==> src/rtl/fifo_param_pkg.sv <==
// Shared definitions for the parametrised router FIFO.
// Latency: n/a (types, default sizes and the accept/error decode helper only).
// Backpressure: n/a.
//
// Default geometry matches the original router FIFO: 10-bit words, 8 entries.
// The top DEST_W bits of every word are the destination field and the rest is payload.
// The FIFO itself never looks inside the word.
package fifo_param_pkg;

  localparam int WORD_SIZE_DEF = 10;
  localparam int DEPTH_DEF     = 8;
  localparam int PTR_DEF       = 3;

  // Destination field occupies [WORD_SIZE-1 -: DEST_W]
  localparam int DEST_W        = 2;

  // Per-cycle operation decode: what the FIFO actually does this edge
  typedef struct packed {
    logic push;  // write accepted
    logic pop;   // read accepted
    logic err;   // overflow or underflow attempt seen
  } fifo_op_t;

  // Accept rules are evaluated on pre-edge flags. A read while full frees the
  // slot, so a concurrent write is still accepted. A read while empty is always
  // rejected, even when a write arrives in the same cycle, because there is no bypass.
  function automatic fifo_op_t fifo_decode(input logic wr,
                                           input logic rd,
                                           input logic full,
                                           input logic empty);
    fifo_op_t op;
    op.pop  = rd & ~empty;
    op.push = wr & (~full | rd);
    op.err  = (wr & full & ~rd) | (rd & empty);
    return op;
  endfunction

endpackage

==> src/rtl/fifo_param_mem.sv <==
// Storage array for fifo_param: DEPTH x WORD_SIZE, one write port, one async read port.
// Latency: write visible on the read port the cycle after the write edge; read is combinational.
// Backpressure: none here; the caller gates wr_en.
//
// Ports: clk, wr_en/wr_addr/wr_dat (synchronous write), rd_addr -> rd_dat (asynchronous read).
// The array has no reset and may hold stale contents after a FIFO reset.
module fifo_param_mem #(
  parameter int WORD_SIZE = 10,
  parameter int DEPTH     = 8,
  parameter int PTR       = 3
) (
  input  logic                 clk,
  input  logic                 wr_en,
  input  logic [PTR-1:0]       wr_addr,
  input  logic [WORD_SIZE-1:0] wr_dat,
  input  logic [PTR-1:0]       rd_addr,
  output logic [WORD_SIZE-1:0] rd_dat
);

  logic [WORD_SIZE-1:0] mem_q [DEPTH];

  always_ff @(posedge clk) begin
    if (wr_en) begin
      mem_q[wr_addr] <= wr_dat;
    end
  end

  assign rd_dat = mem_q[rd_addr];

endmodule

==> src/rtl/fifo_param.sv <==
// Parametrised synchronous FIFO between the router input stage and the output arbiters.
// Latency: registered read, with data_out/valid_out 1 cycle after an accepted read (FIFO_FWFT_EN: 0-cycle fall-through).
// Backpressure: a write while full is dropped unless a read frees a slot, and a read while empty is dropped; either sets sticky error.
//
// Ports:
//   clk, reset (sync, active-high)
//   fifo_wr / fifo_data_in                write side
//   fifo_rd -> fifo_data_out, fifo_valid_out   read side
//   full_threshold, empty_threshold       live almost_full / almost_empty levels
//   fifo_count, fifo_full, fifo_empty, almost_full, almost_empty, error   status
// Build option: define FIFO_FWFT_EN for first-word fall-through output.
module fifo_param
  import fifo_param_pkg::*;
#(
  parameter int WORD_SIZE = WORD_SIZE_DEF,
  parameter int DEPTH     = DEPTH_DEF,
  parameter int PTR       = PTR_DEF
) (
  input  logic                 clk,
  input  logic                 reset,
  input  logic                 fifo_wr,
  input  logic                 fifo_rd,
  input  logic [PTR:0]         full_threshold,
  input  logic [PTR:0]         empty_threshold,
  input  logic [WORD_SIZE-1:0] fifo_data_in,
  output logic [WORD_SIZE-1:0] fifo_data_out,
  output logic                 fifo_valid_out,
  output logic [PTR:0]         fifo_count,
  output logic                 fifo_full,
  output logic                 fifo_empty,
  output logic                 almost_full,
  output logic                 almost_empty,
  output logic                 error
);

  localparam logic [PTR:0]   DEPTH_CNT = (PTR+1)'(DEPTH);
  localparam logic [PTR-1:0] PTR_ONE   = PTR'(1);
  localparam logic [PTR:0]   CNT_ONE   = (PTR+1)'(1);

  logic [PTR-1:0]       wr_ptr_q, wr_ptr_d;
  logic [PTR-1:0]       rd_ptr_q, rd_ptr_d;
  logic [PTR:0]         count_q,  count_d;
  logic                 error_q,  error_d;
  logic [WORD_SIZE-1:0] rd_dat;
  fifo_op_t             op;

  // Flags decode the count register only, so they never glitch on request inputs
  assign fifo_full    = (count_q == DEPTH_CNT);
  assign fifo_empty   = (count_q == '0);
  assign almost_full  = (count_q >= full_threshold);
  assign almost_empty = (count_q <= empty_threshold);
  assign fifo_count   = count_q;
  assign error        = error_q;

  assign op = fifo_decode(fifo_wr, fifo_rd, fifo_full, fifo_empty);

  fifo_param_mem #(
    .WORD_SIZE (WORD_SIZE),
    .DEPTH     (DEPTH),
    .PTR       (PTR)
  ) u_mem (
    .clk     (clk),
    .wr_en   (op.push),
    .wr_addr (wr_ptr_q),
    .wr_dat  (fifo_data_in),
    .rd_addr (rd_ptr_q),
    .rd_dat  (rd_dat)
  );

  // Pointers wrap through natural PTR-bit overflow because DEPTH is a power of two
  always_comb begin
    wr_ptr_d = wr_ptr_q;
    rd_ptr_d = rd_ptr_q;
    count_d  = count_q;
    error_d  = error_q | op.err;
    if (op.push) begin
      wr_ptr_d = wr_ptr_q + PTR_ONE;
    end
    if (op.pop) begin
      rd_ptr_d = rd_ptr_q + PTR_ONE;
    end
    case ({op.push, op.pop})
      2'b10:   count_d = count_q + CNT_ONE;
      2'b01:   count_d = count_q - CNT_ONE;
      default: count_d = count_q;
    endcase
  end

  always_ff @(posedge clk) begin
    if (reset) begin
      wr_ptr_q <= '0;
      rd_ptr_q <= '0;
      count_q  <= '0;
      error_q  <= 1'b0;
    end else begin
      wr_ptr_q <= wr_ptr_d;
      rd_ptr_q <= rd_ptr_d;
      count_q  <= count_d;
      error_q  <= error_d;
    end
  end

`ifdef FIFO_FWFT_EN
  // Head word is always on the output. fifo_rd acknowledges it, and the next
  // word shows up right after the edge once rd_ptr advances.
  assign fifo_data_out  = rd_dat;
  assign fifo_valid_out = ~fifo_empty;
`else
  logic [WORD_SIZE-1:0] data_out_q, data_out_d;
  logic                 valid_q,    valid_d;

  // data_out holds the last popped word and valid pulses for one cycle per pop
  always_comb begin
    data_out_d = data_out_q;
    valid_d    = op.pop;
    if (op.pop) begin
      data_out_d = rd_dat;
    end
  end

  always_ff @(posedge clk) begin
    if (reset) begin
      data_out_q <= '0;
      valid_q    <= 1'b0;
    end else begin
      data_out_q <= data_out_d;
      valid_q    <= valid_d;
    end
  end

  assign fifo_data_out  = data_out_q;
  assign fifo_valid_out = valid_q;
`endif

endmodule
==> config.mk <==
export PLATFORM = sky130hd
export DESIGN_NAME = fifo_param
export DESIGN_NICKNAME = d
export VERILOG_FILES = /design/src/rtl/fifo_param_pkg.sv /design/src/rtl/fifo_param_mem.sv /design/src/rtl/fifo_param.sv
export SDC_FILE = /design/constraint.sdc
export NUM_CORES = 1
export LEC_CHECK = 0
export BUFFER_PORTS_ARGS = -buffer_cell sky130_fd_sc_hd__buf_2
export CORE_MARGIN = 2
export CORE_UTILIZATION = 25
export DETAILED_ROUTE_END_ITERATION = 10
export HOLD_SLACK_MARGIN = 0.1
export SLEW_MARGIN = 20
export SYNTH_ARGS = -nofsm -noshare
export SYNTH_HDL_FRONTEND = slang
export SYNTH_SLANG_ARGS = --single-unit
==> constraint.sdc <==
create_clock -name clk -period 6.3 [get_ports clk]
set_input_delay 0.63 -clock clk [delete_from_list [all_inputs] [get_ports clk]]
set_output_delay 0.63 -clock clk [all_outputs]
set_load 0.05 [all_outputs]
### Yosys cells after proc, flatten, opt, wreduce, memory -nomap -nowiden

Memories as Yosys holds them, arrays and structs flattened. A register that Yosys moved wholly into a read port is not among the register bits.
Index checks and enable logic that the tools add are counted.

* register bits after elaboration: 12
* bits in writable memories: 80
* bits of input ports: 22
* output and inout port bits: 20
* word-level logic and storage cells: 31
* memories: 1

* add/sub/neg operators: 4
* magnitude comparators: 2
* equality and inequality tests: 3
* mux-type cells: 3
* bitwise logic cells: 11
* reduce and logical (&&, ||, !) cells: 2

Memory list
* u_mem.mem_q: words 8, bits a word 10, rd ports 1, clocked after Yosys merged registers in 1, wr ports 1, line fifo_param_mem.sv:20 `logic [WORD_SIZE-1:0] mem_q [DEPTH];`

Operator list (number)
* case mux 4 bit (2 select lines): 1
* adder 3 x 1 -> 3 bit, second input constant: 2
* AND 1 bit: 5
* adder 4 x 1 -> 4 bit, second input constant: 1
* == test 4 bit, second input constant: 1
* >= comparator 4 bit: 1
* <= comparator 4 bit: 1
* logical NOT 4 bit: 1
* subtractor 4 x 1 -> 4 bit, second input constant: 1
* inverter 1 bit: 3
* OR 1 bit: 3
* == test 2 x 1 -> 1 bit, second input constant: 1
* == test 2 bit, second input constant: 1
* two-way mux 1 bit: 2
* nonzero test 2 bit: 1

### Longest topological paths before layout

* word-level depth: 6
* depth in mapped cells: 11

### Hierarchy

From an unflattened synthesis, not the netlist that was laid out.

* cells, all modules: 263
* area total of the unflattened synthesis: 4300.4 µm²

Modules (own cells, without submodules)
* fifo_param_mem: times used 1, cells an instance 128, area each 3133.0 µm², sequential area each 2402.3 µm²
* fifo_param: times used 1, cells an instance 135, area each 1167.4 µm², sequential area each 440.4 µm²

### Least setup slack after synthesis

No wires, ideal clock.

* path type: register to output
* start: reg count_q[1] (netlist: fifo_count[1])
* end: out almost_empty
* arrival: 2526 ps
* setup slack: 3144 ps
* cell stages (with the launch flop): 6
* path buffers: 0
* cells stage by stage: dfxtp_1 > ha_1 > nor2b_1 > o21a_1 > o21a_1 > o21ai_0

* longest elaborated chain between the ends: 1

RTL lines
* start: declaration: line fifo_param.sv:42 `logic [PTR:0] count_q, count_d;`
* start signal: assignment: line fifo_param.sv:98 `count_q <= count_d;`
* <= comparator 4 bit: line fifo_param.sv:51 `assign almost_empty = (count_q <= empty_threshold);`
* end: declaration: line fifo_param.sv:32 `output logic almost_empty,`

No other way between the ends.

### Worst setup path in the final report

* start: reg count_q[1] (netlist: fifo_count[1])
* end: reg count_q[2] (netlist: fifo_count[2])

* longest elaborated chain between the ends: 6
* elaborated cells on any way between the ends: 13

RTL lines
* == test 4 bit: line fifo_param.sv:48 `assign fifo_full = (count_q == DEPTH_CNT);`
* inverter 1 bit: line fifo_param_pkg.sv:33 `op.push = wr & (~full | rd);`
* OR 1 bit: line fifo_param_pkg.sv:33
* AND 1 bit: line fifo_param_pkg.sv:33
* == test 2 x 1 -> 1 bit / == test 2 bit (equally long branches): line fifo_param.sv:82 `case ({op.push, op.pop})`
* case mux 4 bit (2 select lines) / nonzero test 2 bit (equally long branches)

Parallel ways exist; a longest one is shown, timed or not.
A chain may end at the register's enable or synchronous reset.

==> flow_metrics.env <==
export IMPL_wirelength_mm=7.92
export IMPL_end_kind="flop"
export IMPL_place_gp_congestion=0.731
export IMPL_syn_area_um2=4220
export IMPL_final_max_slew_viol_count=0
export IMPL_setup_slack_ns=3.54
export IMPL_die_h_um=134
export IMPL_synth_edf_count=80
export IMPL_ant_nets=0
export IMPL_routedWlPerCell_um=15.2
export IMPL_cts_hold_buf=0
export IMPL_critPathMaxFanout=17
export IMPL_die_area_um2=18000
export IMPL_fin_total_pwr_mw=2.11
export IMPL_numCtsBuffers=9
export IMPL_cts_tree="yes"
export IMPL_rsz0062_at_grt="false"
export IMPL_synth_fp_nets=288
export IMPL_num_rows=47
export IMPL_grt_max_degree=24
export IMPL_fp_dieW_um=134
export IMPL_ys_seq_elements=102
export IMPL_grt_use_total=0.0940
export IMPL_powerDensity_nw_per_um2=421
export IMPL_yosysWarningCount=0
export IMPL_async_flop_share=0
export IMPL_final_area_um2=5010
export IMPL_viasPerCell=4.22
export IMPL_synth_area_leader_cell="edfxtp_1"
export IMPL_worstPathArrival_ns=3.03
export IMPL_multi_input_area_um2=1320
export IMPL_p_leak_nw=1.77
export IMPL_clk_pin_slew_worst_paths_ns=0.07
export IMPL_ioPinCount=42
export IMPL_peakVddDrop_v=0.000141
export IMPL_startpoint_type="flop"
export IMPL_synth_top_area_frac=0.569
export IMPL_max_freq_mhz=362
export IMPL_numPortBuffers=41
export IMPL_hp_class="flop to flop"
export IMPL_maxCapViolations=0
export IMPL_synth_main_ff_cell="edfxtp_1"
export IMPL_drive_above_1_share=0.332
export IMPL_num_vias=2197
export IMPL_syn_to_final_growth_pct=18.5
export IMPL_cts_htree_levels=3
export IMPL_place_detailed_hpwl_mm=5.15
export IMPL_ys_top_cells_by_area="edfxtp_1 57%, mux4_2 11%, dfxtp_1 10%"
export IMPL_core_region_area_um2=16500
export IMPL_period_share=0.438
export IMPL_hold_viol=0
export IMPL_first_global_vias=2244
export IMPL_path_class="flop to flop"
export IMPL_required_ns=6.58
export IMPL_skew_ns=0.00800
export IMPL_place_ws_ns=3.41
export IMPL_period_needed_ns=2.76
export IMPL_max_clock_path_buffers=2
export IMPL_outcome="finished, final reports clean"
export IMPL_dr_pass1_iters=4
export IMPL_setup_viol=0
export IMPL_relSlewSlack=0.261
export IMPL_yosysUniqueCellTypes=40
export IMPL_utilization=0.303
export IMPL_dpl_cell_area_um2=4680
export IMPL_antenna_cells=0
export IMPL_remaining_drc_errors=0
export IMPL_avgSynthCellArea_um2=16.7
export IMPL_finalSetupTns_ns=0
export IMPL_nNetsFinal=331
export IMPL_cts_resized=0
export IMPL_cts_root_buffer_cell="clkbuf_16"
export IMPL_yosysSeqAreaShare=0.673
export IMPL_fillers=1591
export IMPL_synthCells=253
export IMPL_clkLatencyLatePin_ns=0.35
export IMPL_dr_first_iter_drc_count=115
export IMPL_cts_sinks=102
export IMPL_overflow=0
export IMPL_seqCellArea_um2=2840
export IMPL_antenna_found_initial=1
export IMPL_post_cts_buffers=0
export IMPL_tightest_slew_ns=1.11
export IMPL_start_util=0.256
export IMPL_grt_pass1_wl_mm=12.4
-- final timing paths --
path         slack [ns]             to     startpoint  depth (start not counted)
min                0.48          error          error                          2
max                3.54  fifo_count[2]  fifo_count[1]                          8
max reg2reg        3.54  fifo_count[2]  fifo_count[1]                          8
min reg2reg        0.48          error          error                          2
-- worst max-delay path, cell delays in order (launching register included) --
cell and delay (ns):
dfxtp_1 0.56, o41a_1 0.75, ha_1 0.37, xor2_1 0.18
ha_1 0.17, a21oi_1 0.05, xor2_1 0.17, or3_1 0.31
a21oi_1 0.14
-- cell families after synthesis --
group                      Yosys count  synth area share
buffers and inverters               19            0.0240
xor gates and xnor gates             7            0.0145
adders and majority gates           13            0.0385
DFF                                102             0.673
muxes                               24             0.116
AOI/OAI and AO/OA                   27            0.0468
and+or+nand+nor                     61            0.0868
-- cells in the mapped netlist, types with 2 or more instances --
cell and instances:
o21a_1 2, o21ai_0 3, nor2b_1 5, o22ai_2 2, dfxtp_1 22, buf_6 2, xnor2_1 2, nor3_2 10
o22ai_1 8, a21o_1 3, xor2_1 5, a21oi_1 4, nor2_1 24, ha_1 13, buf_2 3, mux2i_1 3
nor3_1 6, edfxtp_1 80, nand2b_1 3, nand2_1 2, clkbuf_1 4, or3_1 2, inv_1 9, mux4_2 20
-- state kept, by name, summed over array words and instances, names as in the netlist --
| name | flops |
|---|---|
| u_mem.mem_q | 80 |
| fifo_count | 4 |
| fifo_valid_out | 1 |
| error | 1 |
| fifo_data_out | 10 |
| wr_ptr_q | 3 |
| rd_ptr_q | 3 |
-- cell type report --
class / count / share of cell area
clock inverter: 5 / 0.00850
inverter: 9 / 0.00675
sequential: 102 / 0.568
tap: 220 / 0.0550
timing repair buffer: 42 / 0.0425
multi-input combinational: 132 / 0.264
clock buffer: 11 / 0.0550
-- cell usage in the layout (no fill, tap or decap), types with 2 or more instances in the layout --
cell / Yosys / routed
edfxtp_1: 80 / 80
buf_2: 3 / 41
nor2_1: 24 / 23
dfxtp_1: 22 / 22
mux4_2: 20 / 20
nor3_2: 10 / 13
ha_1: 13 / 13
clkbuf_16: 0 / 11
inv_1: 9 / 9
o22ai_1: 8 / 8
xor2_1: 5 / 5
nor2b_1: 5 / 5
a21oi_1: 4 / 4
nand2b_1: 3 / 3
a21o_1: 3 / 3
o21ai_0: 3 / 3
mux2i_1: 3 / 3
nand2_1: 2 / 2
nor3_1: 6 / 2
o21a_1: 2 / 2
o22ai_2: 2 / 2
xnor2_1: 2 / 2
or3_1: 2 / 2
inv_6: 0 / 2
-- per-layer routing --
| metal | share of wire | global-route usage | up-vias |
|---|---|---|---|
| met4 | 0.015 | 0.0372 | 2 |
| met5 | 0.00088 | 0 | - |
| met1 | 0.44 | 0.114 | 1081 |
| met3 | 0.052 | 0.0329 | 10 |
| met2 | 0.49 | 0.154 | 41 |
| li1 | - | - | 1063 |
-- report_power, final --
group	total [mW]	internal, mW	switching (mW)	leakage (nW)
combinational	0.675	0.225	0.450	0.702
sequential	0.863	0.800	0.0632	0.907
clock	0.569	0.322	0.247	0.159
total	2.11	1.35	0.760	1.77
-- through the flow --
step                      hold slack [ns]  instances
final                               0.484        521
after global routing                0.511        521
after global placement              0.448        505
after detailed placement            0.478        505
after CTS                           0.494        521
after floorplan                     0.553        253
Note: power is estimated with default switching activity, not from simulation.
